--- config.mk ---
export PLATFORM = sky130hd
export DESIGN_NAME = store_buffer
export DESIGN_NICKNAME = d
export VERILOG_FILES = /design/src/rtl/rv32i_types.sv /design/src/rtl/store_encode.sv /design/src/rtl/store_buffer.sv
export SDC_FILE = /design/constraint.sdc
export NUM_CORES = 1
export LEC_CHECK = 0
export ABC_AREA = 0
export CORE_MARGIN = 2
export CORE_UTILIZATION = 53
export DETAILED_ROUTE_END_ITERATION = 10
export HOLD_SLACK_MARGIN = 0.12
export PLACE_DENSITY = 0.8
export SLEW_MARGIN = 10
export SYNTH_ARGS = -nofsm -noshare
export SYNTH_HDL_FRONTEND = slang
export SYNTH_SLANG_ARGS = --single-unit
--- constraint.sdc ---
create_clock -name clk -period 6.2 [get_ports clk]
set_input_delay 1.24 -clock clk [delete_from_list [all_inputs] [get_ports clk]]
set_output_delay 1.24 -clock clk [all_outputs]
set_load 0.02 [all_outputs]
--- src/rtl/rv32i_types.sv ---
// Shared RV32I definitions: store funct3 encodings plus the store buffer's entry
// layout and drain FSM states.
package rv32i_types;

    localparam logic [2:0] F3_SB = 3'b000;
    localparam logic [2:0] F3_SH = 3'b001;
    localparam logic [2:0] F3_SW = 3'b010;

    typedef struct packed {
        logic [29:0] waddr;
        logic [3:0]  wmask;
        logic [31:0] wdata;
    } store_buf_entry_t;

    typedef enum logic {
        SB_IDLE  = 1'b0,
        SB_WRITE = 1'b1
    } store_buf_state_t;

endpackage

--- src/rtl/store_encode.sv ---
// Turns a raw store (funct3, low address bits, rs2 value) into a lane byte mask and
// lane-shifted data; flags misaligned halfword/word stores and non-store funct3.
module store_encode
    import rv32i_types::*;
(
    input  logic [2:0]  funct3,
    input  logic [1:0]  addr_lo,
    input  logic [31:0] data,
    output logic [3:0]  wmask,
    output logic [31:0] wdata,
    output logic        err
);

    always_comb begin
        wmask = 4'b0000;
        wdata = 32'h0;
        err   = 1'b0;
        case (funct3)
            F3_SB: begin
                wmask = 4'b0001 << addr_lo;
                wdata = {24'h0, data[7:0]} << {addr_lo, 3'b000};
            end
            F3_SH: begin
                if (addr_lo[0]) begin
                    err = 1'b1;
                end else begin
                    wmask = 4'b0011 << addr_lo;
                    wdata = {16'h0, data[15:0]} << {addr_lo[1], 4'b0000};
                end
            end
            F3_SW: begin
                if (addr_lo != 2'b00) begin
                    err = 1'b1;
                end else begin
                    wmask = 4'b1111;
                    wdata = data;
                end
            end
            default: err = 1'b1;
        endcase
    end

endmodule

--- src/rtl/store_buffer.sv ---
// Post-commit store FIFO: encodes committed stores, drains them in order to dmem and
// answers combinational load-forwarding lookups against the queued entries.
module store_buffer
    import rv32i_types::*;
#(
    parameter int DEPTH = 4
) (
    input  logic                       clk,
    input  logic                       rst_n,
    input  logic                       enq_valid,
    output logic                       enq_ready,
    input  logic [31:0]                enq_addr,
    input  logic [2:0]                 enq_funct3,
    input  logic [31:0]                enq_data,
    output logic                       enq_err,
    output logic [31:0]                dmem_addr,
    output logic [3:0]                 dmem_wmask,
    output logic [31:0]                dmem_wdata,
    input  logic                       dmem_resp,
    input  logic [31:0]                ld_addr,
    input  logic [3:0]                 ld_rmask,
    output logic                       fwd_hit,
    output logic                       fwd_conflict,
    output logic [3:0]                 fwd_wmask,
    output logic [31:0]                fwd_wdata,
    output logic                       empty,
    output logic [$clog2(DEPTH):0]     count,
    output logic                       dbg_state
);

    localparam int AW = $clog2(DEPTH);
    localparam int CW = AW + 1;

    store_buf_entry_t mem [DEPTH];
    store_buf_state_t state_q;
    logic [AW-1:0]    head_q;
    logic [AW-1:0]    tail_q;
    logic [CW-1:0]    count_q;
    logic [CW-1:0]    count_next;

    logic [3:0]       enc_wmask;
    logic [31:0]      enc_wdata;
    logic             enc_err;
    logic             enq_fire;
    logic             enq_push;
    logic             pop;

    store_encode u_encode (
        .funct3  (enq_funct3),
        .addr_lo (enq_addr[1:0]),
        .data    (enq_data),
        .wmask   (enc_wmask),
        .wdata   (enc_wdata),
        .err     (enc_err)
    );

    // Full refuses the offer even if the head retires this same cycle.
    assign enq_ready = (count_q != CW'(DEPTH));
    assign enq_fire  = enq_valid && enq_ready;
    assign enq_push  = enq_fire && !enc_err;
    assign pop       = (state_q == SB_WRITE) && dmem_resp;

    always_comb begin
        count_next = count_q;
        if (enq_push && !pop) begin
            count_next = count_q + CW'(1);
        end else if (!enq_push && pop) begin
            count_next = count_q - CW'(1);
        end
    end

    always_ff @(posedge clk) begin
        if (enq_push) begin
            mem[tail_q] <= '{waddr: enq_addr[31:2], wmask: enc_wmask, wdata: enc_wdata};
        end
    end

    always_ff @(posedge clk or negedge rst_n) begin
        if (!rst_n) begin
            state_q <= SB_IDLE;
            head_q  <= '0;
            tail_q  <= '0;
            count_q <= '0;
            enq_err <= 1'b0;
        end else begin
            count_q <= count_next;
            enq_err <= enq_fire && enc_err;
            if (enq_push) begin
                tail_q <= tail_q + AW'(1);
            end
            if (pop) begin
                head_q <= head_q + AW'(1);
            end
            case (state_q)
                SB_IDLE: begin
                    if (count_q != '0) begin
                        state_q <= SB_WRITE;
                    end
                end
                SB_WRITE: begin
                    if (pop && count_next == '0) begin
                        state_q <= SB_IDLE;
                    end
                end
                default: state_q <= SB_IDLE;
            endcase
        end
    end

    // The request is a view of the registered head, so reset clears it at once.
    assign dmem_wmask = (state_q == SB_WRITE) ? mem[head_q].wmask : 4'b0000;
    assign dmem_addr  = (state_q == SB_WRITE) ? {mem[head_q].waddr, 2'b00} : 32'h0;
    assign dmem_wdata = (state_q == SB_WRITE) ? mem[head_q].wdata : 32'h0;

    assign empty     = (count_q == '0);
    assign count     = count_q;
    assign dbg_state = (state_q == SB_WRITE);

    logic             found;
    store_buf_entry_t sel;
    logic [AW-1:0]    idx;
    logic             unused_ld_lo;

    assign unused_ld_lo = ^ld_addr[1:0];

    // Walk oldest to youngest so the last overlapping match is the youngest store.
    always_comb begin
        found        = 1'b0;
        sel          = '0;
        idx          = '0;
        fwd_hit      = 1'b0;
        fwd_conflict = 1'b0;
        fwd_wmask    = 4'b0000;
        fwd_wdata    = 32'h0;
        for (int k = 0; k < DEPTH; k++) begin
            idx = head_q + AW'(k);
            if ((CW'(k) < count_q) && (mem[idx].waddr == ld_addr[31:2]) &&
                ((mem[idx].wmask & ld_rmask) != 4'b0000)) begin
                found = 1'b1;
                sel   = mem[idx];
            end
        end
        if (found) begin
            if ((ld_rmask & ~sel.wmask) == 4'b0000) begin
                fwd_hit   = 1'b1;
                fwd_wmask = sel.wmask;
                fwd_wdata = sel.wdata;
            end else begin
                fwd_conflict = 1'b1;
            end
        end
    end

endmodule
==> summary.txt, run 1 <==
Run status
  • Status: finished, violations left
  • Failing checks: setup timing

Clock tree
  • Sink Count: 273
  • Maximum clock path buffer count: 3
  • CTS Buf Count: 29
  • Clock transition at the registers of the reported paths: roughly 0.060 ns
  • CTS Hold Bufs: 0
  • Clock latency on the worst-skew pair: between 0.5 and 0.6 ns
  • H-tree depth: 1
  • CTS root buf: clkbuf_16
  • CTS tree: yes

Yosys
  • Sequential cell area fraction in the yosys report: 42.6%
  • Primary FF master, synth: edfxtp_1
  • Yosys cell types: 81
  • Post-synth top cells: edfxtp_1 (264), mux2i_1 (167), nand2_1 (123), xnor2_1 (89), clkbuf_1 (88)
  • Mean Syn Cell Area: 11.6 sq um
  • Count leader, synth: edfxtp_1
  • Yosys warns: 0
  • Seq cells post-synth: roughly 270
  • Largest cells by area after synthesis: edfxtp_1 (41%), mux2i_1 (8.7%), mux4_2 (8.6%), xnor2_1 (4.1%), mux2_2 (3.9%)
  • Post-Syn Area: 0.0191 sq mm
  • Async SR Flop Fraction: 3.30%
  • Number of flops mapped to enable cells by yosys: 264
  • Synth area leader: edfxtp_1
  • Yosys top cell area share: 41.4%
  • Gate Count Post-Synth: 1654

Timing
  • Slew @ Worst Pin: 1.17 ns
  • Slew Limit Headroom: 21.9%
  • Clock skew: 0.0157 ns
  • Fmax: 160 MHz
  • Final setup viols: 1
  • Final hold vios: 0
  • Final period utilization: 101%
  • RSZ-0062 raised after global routing: true
  • Fin crit period: between 6 and 7 ns
  • Final Max Tran Viols: 0
  • Post-route setup slack: -0.0491 ns

Power
  • Pwr Density: 420 mW/mm^2
  • Worst vdd ir: 0.309 mV
  • Logic pwr share: 60.9%
  • Total internal power: roughly 5.9 mW
  • P_sw: 4.18 mW
  • Leakage power: ~8.5 nW
  • Seq pwr share: between 20 and 25%
  • Switch share: between 40% and 50%
  • Clock Power Share: 16.5%
  • Power Total: about 10 mW

Setup path
  • Setup Crit Path Kind: reg -> out
  • Worst stage delay on the critical path: 0.57 ns
  • Buffers & Inverters on Critical Path: 6
  • Most frequent CP cell: buf_12
  • CP arrival: between 5 and 6 ns
  • Setup crit end kind: output pin
  • Kind of cell adding the most delay to the critical path: simple AND/OR/NAND/NOR gates
  • CP max stage cell: mux4_2
  • Crit Path Max Fanout: 10
  • CP Cell Sequence: buf_6, buf_12, mux4_2, xnor2_2, nand4_1, nor4_1, nand3_1, buf_4, or4_4, a311o_1, nand3_2, o211ai_4, buf_12, buf_12, a211oi_2, buf_4
  • Worst setup SP type: flop
  • WP data required: ~5 ns

Floorplan
  • Initial Utilization: 53.8%
  • Die area: 0.0376 sq mm
  • Num ports: 220
  • Rows: 69
  • Die Y: 194 um
  • Core Region: 0.0356 sq mm
  • DIE WIDTH: approximately 190 um

Placement
  • HPWL after DPL: just over 40 mm
  • PortBufs: 215
  • Pre-CTS setup slack: -0.530 ns
  • Final Wtd Congestion: 0.953
  • Placed insts: 2352

Global routing
  • Vias in the first global route: between 15000 and 20000
  • GR Util All Layers: 29.9%
  • Largest net degree at the start of global routing: a little over 90
  • Initial antenna violation count: 4
  • Grt ovf: 0
  • First-pass GRT wire length: between 80 and 90 mm

Finish
  • Share of cells above drive strength 1: 25.5%
  • Non-Filler Instances: 2430
  • Area Growth Syn to Fin: 24.8%
  • NumNets Final: roughly 2100
  • Final core utilization: 67.1%
  • Fillers: 2583

Drt
  • Via count: 15690
  • Remaining DRCs: 0
  • Drt wl/cell: about 24 um
  • DR vias/cell: 6.46
  • DRT Wirelength: 58.4 mm
  • Antenna-violating nets left: 0
  • Iteration-0 DRC Markers: 1750
  • DR pass1 iterations: 6

Worst hold path
  • Hold crit path type: reg -> reg

Flow run
  • Max Cap Viol: 0
==> tightest hold or removal path, cell delays in order (launching register included) <==
cell and delay, ns:
dfrtp_1 0.38, inv_1 0.10, xnor2_1 0.13
==> power groups by stage <==
stage | Clock [mW] | Combinational [mW] | Sequential [mW]
finish | 1.66 | 6.11 | 2.26
global route | 1.74 | 6.45 | 2.27
CTS | 1.66 | 5.90 | 2.26
detailed placement | 0 | 5.72 | 2.33
global placement | 0 | 5.61 | 2.32
floorplan | 0 | 3.89 | 2.26
==> metrics by stage <==
stage	area (sq um)	hold WS [ns]	setup TNS, ns
3_3_place_gp	22600	0.599	-17.82
4_1_cts	23700	0.640	-0.00156
6_report	23900	0.644	-0.0491
3_5_place_dp	22600	0.631	-18.41
2_1_floorplan	19100	0.580	0
5_1_grt	23900	0.671	-0.637
==> cells by family after synthesis <==
logic type,share of synthesized area (%)
adders and majority gates,0.628
muxes,21.2
AOI/OAI and AO/OA,15.5
xor gates and xnor gates,5.13
and+or+nand+nor,10.1
other,0.0196
buffers and inverters,4.83
DFF,42.6
==> path summary, 6_finish.rpt <==
check | from | to | slack [ns] | cells after the start
min | tail_q[0] | tail_q[0] | 0.64 | 2
max reg2reg | count[1] | mem[1][12] | 3.44 | 8
max in group asynchronous | rst_n | head_q[0] | 4.88 | 1
min in group asynchronous | rst_n | count[0] | 0.98 | 1
min reg2reg | tail_q[0] | tail_q[0] | 0.64 | 2
max | head_q[0] | fwd_wdata[27] | -0.05 | 16
==> layout by cell type, fill, tap and decap left out, types with 66 or more instances in the layout <==
cell type / instances
edfxtp_1: 264
buf_4: 190
clkdlybuf4s50_1: 175
mux2i_1: 165
nand2_1: 122
xnor2_1: 83
a211oi_1: 80
mux4_2: 73
nor2_1: 71
mux2_2: 66
==> final cells by class <==
cell class / count / area (sq um) / share of cell area (%)
inverters: 26 / 103 / 0.430
diodes: 4 / 10.0 / 0.0419
repair buffers: 415 / 3820 / 16.0
clock inverters: 14 / 126 / 0.529
well taps: 461 / 577 / 2.42
multi-input cells: 1198 / 10300 / 43.2
clock buffers: 39 / 763 / 3.20
flip-flops and latches: 273 / 8160 / 34.2
==> timing repair <==
item,4_1_cts,5_1_grt
buffers inserted,8,13
gates cloned,0,0
pin swaps,4,11
setup endpoints to repair,38,38
resized for setup,115,113
==> state kept, by name (all words and copies together), names as in the netlist <==
name,cells
dbg_state,1
enq_err,1
head_q,2
mem,264
tail_q,2
count,3
==> routing by layer <==
metal | share of wire [%] | global-route usage, % | up-vias | routed length (um)
li1 | - | - | 6990 | -
met1 | 40 | 41.3 | 7687 | 23400
met2 | 47 | 48.6 | 897 | 27500
met3 | 9.9 | 4.38 | 116 | 5760
met4 | 2.9 | 9.90 | 0 | 1710
met5 | 0 | 0 | - | 0
No activity file was read; power rests on OpenSTA's default activity.
==> run 2: changes to the inputs <==
- SKIP_LAST_GASP: unset -> 1
==> summary.txt, run 2 (synthesized netlist as in run 1, its figures left out) <==
Run status
  • Failing checks: setup timing
  • Status: finished, violations left

Clock tree
  • CTS Hold Bufs: 0 (unchanged)
  • Clock transition at the registers of the reported paths: 0.06 ns (about the same)
  • CTS Buf Count: 29 (unchanged)
  • H-tree depth: 1 (unchanged)
  • CTS root buf: clkbuf_16
  • Sink Count: 273 (unchanged)
  • Maximum clock path buffer count: 3 (unchanged)
  • Clock latency on the worst-skew pair: 0.57 ns (about the same)
  • CTS tree: yes

Timing
  • Post-route setup slack: -0.103 ns (-0.0536 ns)
  • Slew Limit Headroom: 22.7% (+0.73 points)
  • Final setup viols: 4 (+3)
  • Slew @ Worst Pin: 1.16 ns (-0.0109 ns)
  • Hold_ws: 0.640 ns (-0.00420 ns)
  • Final Max Tran Viols: 0 (unchanged)
  • RSZ-0062 raised after global routing: true
  • Final period utilization: 102% (+0.86 points)
  • Fmax: 159 MHz (-0.85%)
  • Fin crit period: 6.30 ns (+0.0536 ns)
  • Final hold vios: 0 (unchanged)
  • Clock skew: 0.0143 ns (-0.00139 ns)

Global routing
  • Grt ovf: 0 (unchanged)
  • GR Util All Layers: 29.9% (unchanged)
  • Largest net degree at the start of global routing: 91 (unchanged)
  • Initial antenna violation count: 4 (unchanged)
  • First-pass GRT wire length: 87.7 mm (unchanged)
  • Vias in the first global route: 15193 (unchanged)

Setup path
  • WP data required: 4.96 ns (about the same)
  • Crit Path Max Fanout: 10 (unchanged)
  • Worst reg2reg path depth: 8 (unchanged)
  • Setup Crit Path Kind: reg -> out
  • Setup crit end kind: output pin
  • RR Endpoint: mem[1][21]
  • Worst setup SP type: flop
  • R2R Path Start: count[1]
  • CP arrival: 5.06 ns (+0.05 ns)
  • Critical Path End: fwd_wdata[27]
  • R2r setup slk: 3.45 ns (about the same)
  • Crit. Startpoint: head_q[0]

Power
  • Leakage power: 8.52 nW (-0.12%)
  • Worst vdd ir: 0.309 mV (about the same)
  • Pwr Density: 420 mW/mm^2 (about the same)

Placement
  • HPWL after DPL: 40.2 mm (unchanged)
  • Final Wtd Congestion: 0.953 (unchanged)
  • Pre-CTS setup slack: -0.530 ns (unchanged)
  • PortBufs: 215 (unchanged)

Finish
  • Most frequent cells in the layout: edfxtp_1 (264), buf_4 (190), clkdlybuf4s50_1 (175)
  • Fillers: 2588 (+0.19%)
  • Largest register by flop count: mem
  • NumNets Final: 2058 (unchanged)
  • Share of cells above drive strength 1: 25.3% (-0.15 points)
  • Area Growth Syn to Fin: 24.6%
  • Commonest non-fill, non-tap cell in the layout: edfxtp_1
  • Number of flip-flops under the largest register name: 264 (unchanged)

Drt
  • DR vias/cell: 6.47 (+0.24%)
  • Antenna-violating nets left: 0 (unchanged)
  • Iteration-0 DRC Markers: 1853 (+5.9%)
  • Drt wl/cell: 24.0 um (-0.20%)
  • DRT Wirelength: 58.3 mm (-0.20%)
  • DR pass1 iterations: 6 (unchanged)
  • Remaining DRCs: 0 (unchanged)
  • Via count: 15728 (+0.24%)

Floorplan
  • DIE WIDTH: 194 um (unchanged)
  • Initial Utilization: 53.8% (unchanged)
  • Rows: 69 (unchanged)
  • Die Y: 194 um (unchanged)
  • Num ports: 220 (unchanged)
  • Core Region: 0.0356 sq mm (unchanged)
  • Die area: 0.0376 sq mm (unchanged)

Flow run
  • Max Cap Viol: 0 (unchanged)

Worst hold path
  • Hold crit path type: reg -> reg
run 2: cell type report:
cell class / instances / area [sq um] / share of cell area [%]
Timing Repair Buffer: 415 / 3810 / 16.0
Multi-Input combinational cell: 1198 / 10300 / 43.1
Sequential cell: 273 / 8160 / 34.2
Clock buffer: 39 / 763 / 3.20
Antenna cell: 4 / 10.0 / 0.0420
Clock inverter: 14 / 126 / 0.530
Inverter: 26 / 103 / 0.431
Tap cell: 461 / 577 / 2.42
run 2: worst min path at each step:
stage	start	depth (start not counted)	end
final	tail_q[0]	2	tail_q[0]
after global routing	tail_q[1]	2	tail_q[1]
after CTS	tail_q[0]	2	tail_q[0]
after detailed placement	tail_q[0]	2	tail_q[0]
after global placement	tail_q[0]	2	tail_q[0]
after floorplan	tail_q[1]	2	tail_q[1]
run 2: routing by layer:
metal | vias to the layer above | GRT usage (%) | share of wire [%]
met5 | - | 0 | 0
met4 | 0 | 9.90 | 3.0
met3 | 128 | 4.38 | 9.4
met2 | 900 | 48.6 | 47
met1 | 7707 | 41.3 | 40
li1 | 6993 | - | -
run 2: metrics by stage:
stage / cell area [sq um] / power [mW] / utilization (%) / TNS (ns) / cells
finish: 23800 / 10.0 / 67.0 / -0.229 / 2430
global placement: 22600 / 7.93 / 63.6 / -17.82 / 2352
CTS: 23700 / 9.82 / 66.6 / -0.00156 / 2413
global route: 23800 / 10.5 / 67.0 / -1.78 / 2429
detailed placement: 22600 / 8.05 / 63.6 / -18.41 / 2352
floorplan: 19100 / 6.15 / - / 0 / 1655
run 2: worst max-delay path, stage by stage (launching register included):
cell and delay (ns):
dfrtp_4 0.44, buf_6 0.17, buf_12 0.15, mux4_2 0.57, xnor2_2 0.16, nand4_1 0.22
nor4_1 0.34, nand3_1 0.24, buf_4 0.20, or4_1 0.56, a311o_1 0.38, nand3_2 0.12
o211ai_4 0.11, buf_12 0.18, buf_12 0.15, a211oi_2 0.27, buf_4 0.21
run 2: timing repair:
| action | in CTS | in global routing |
|---|---|---|
| gates resized for setup | 115 | 105 |
| endpoints found under the setup margin | 38 | 38 |
| pin swaps | 4 | 11 |
| setup buffers | 8 | 13 |
run 2: where the power goes:
group / switching (mW) / internal [mW]
Combinational: 3.35 / 2.75
Clock: 0.714 / 0.944
Sequential: 0.107 / 2.16
Total: 4.17 / 5.85
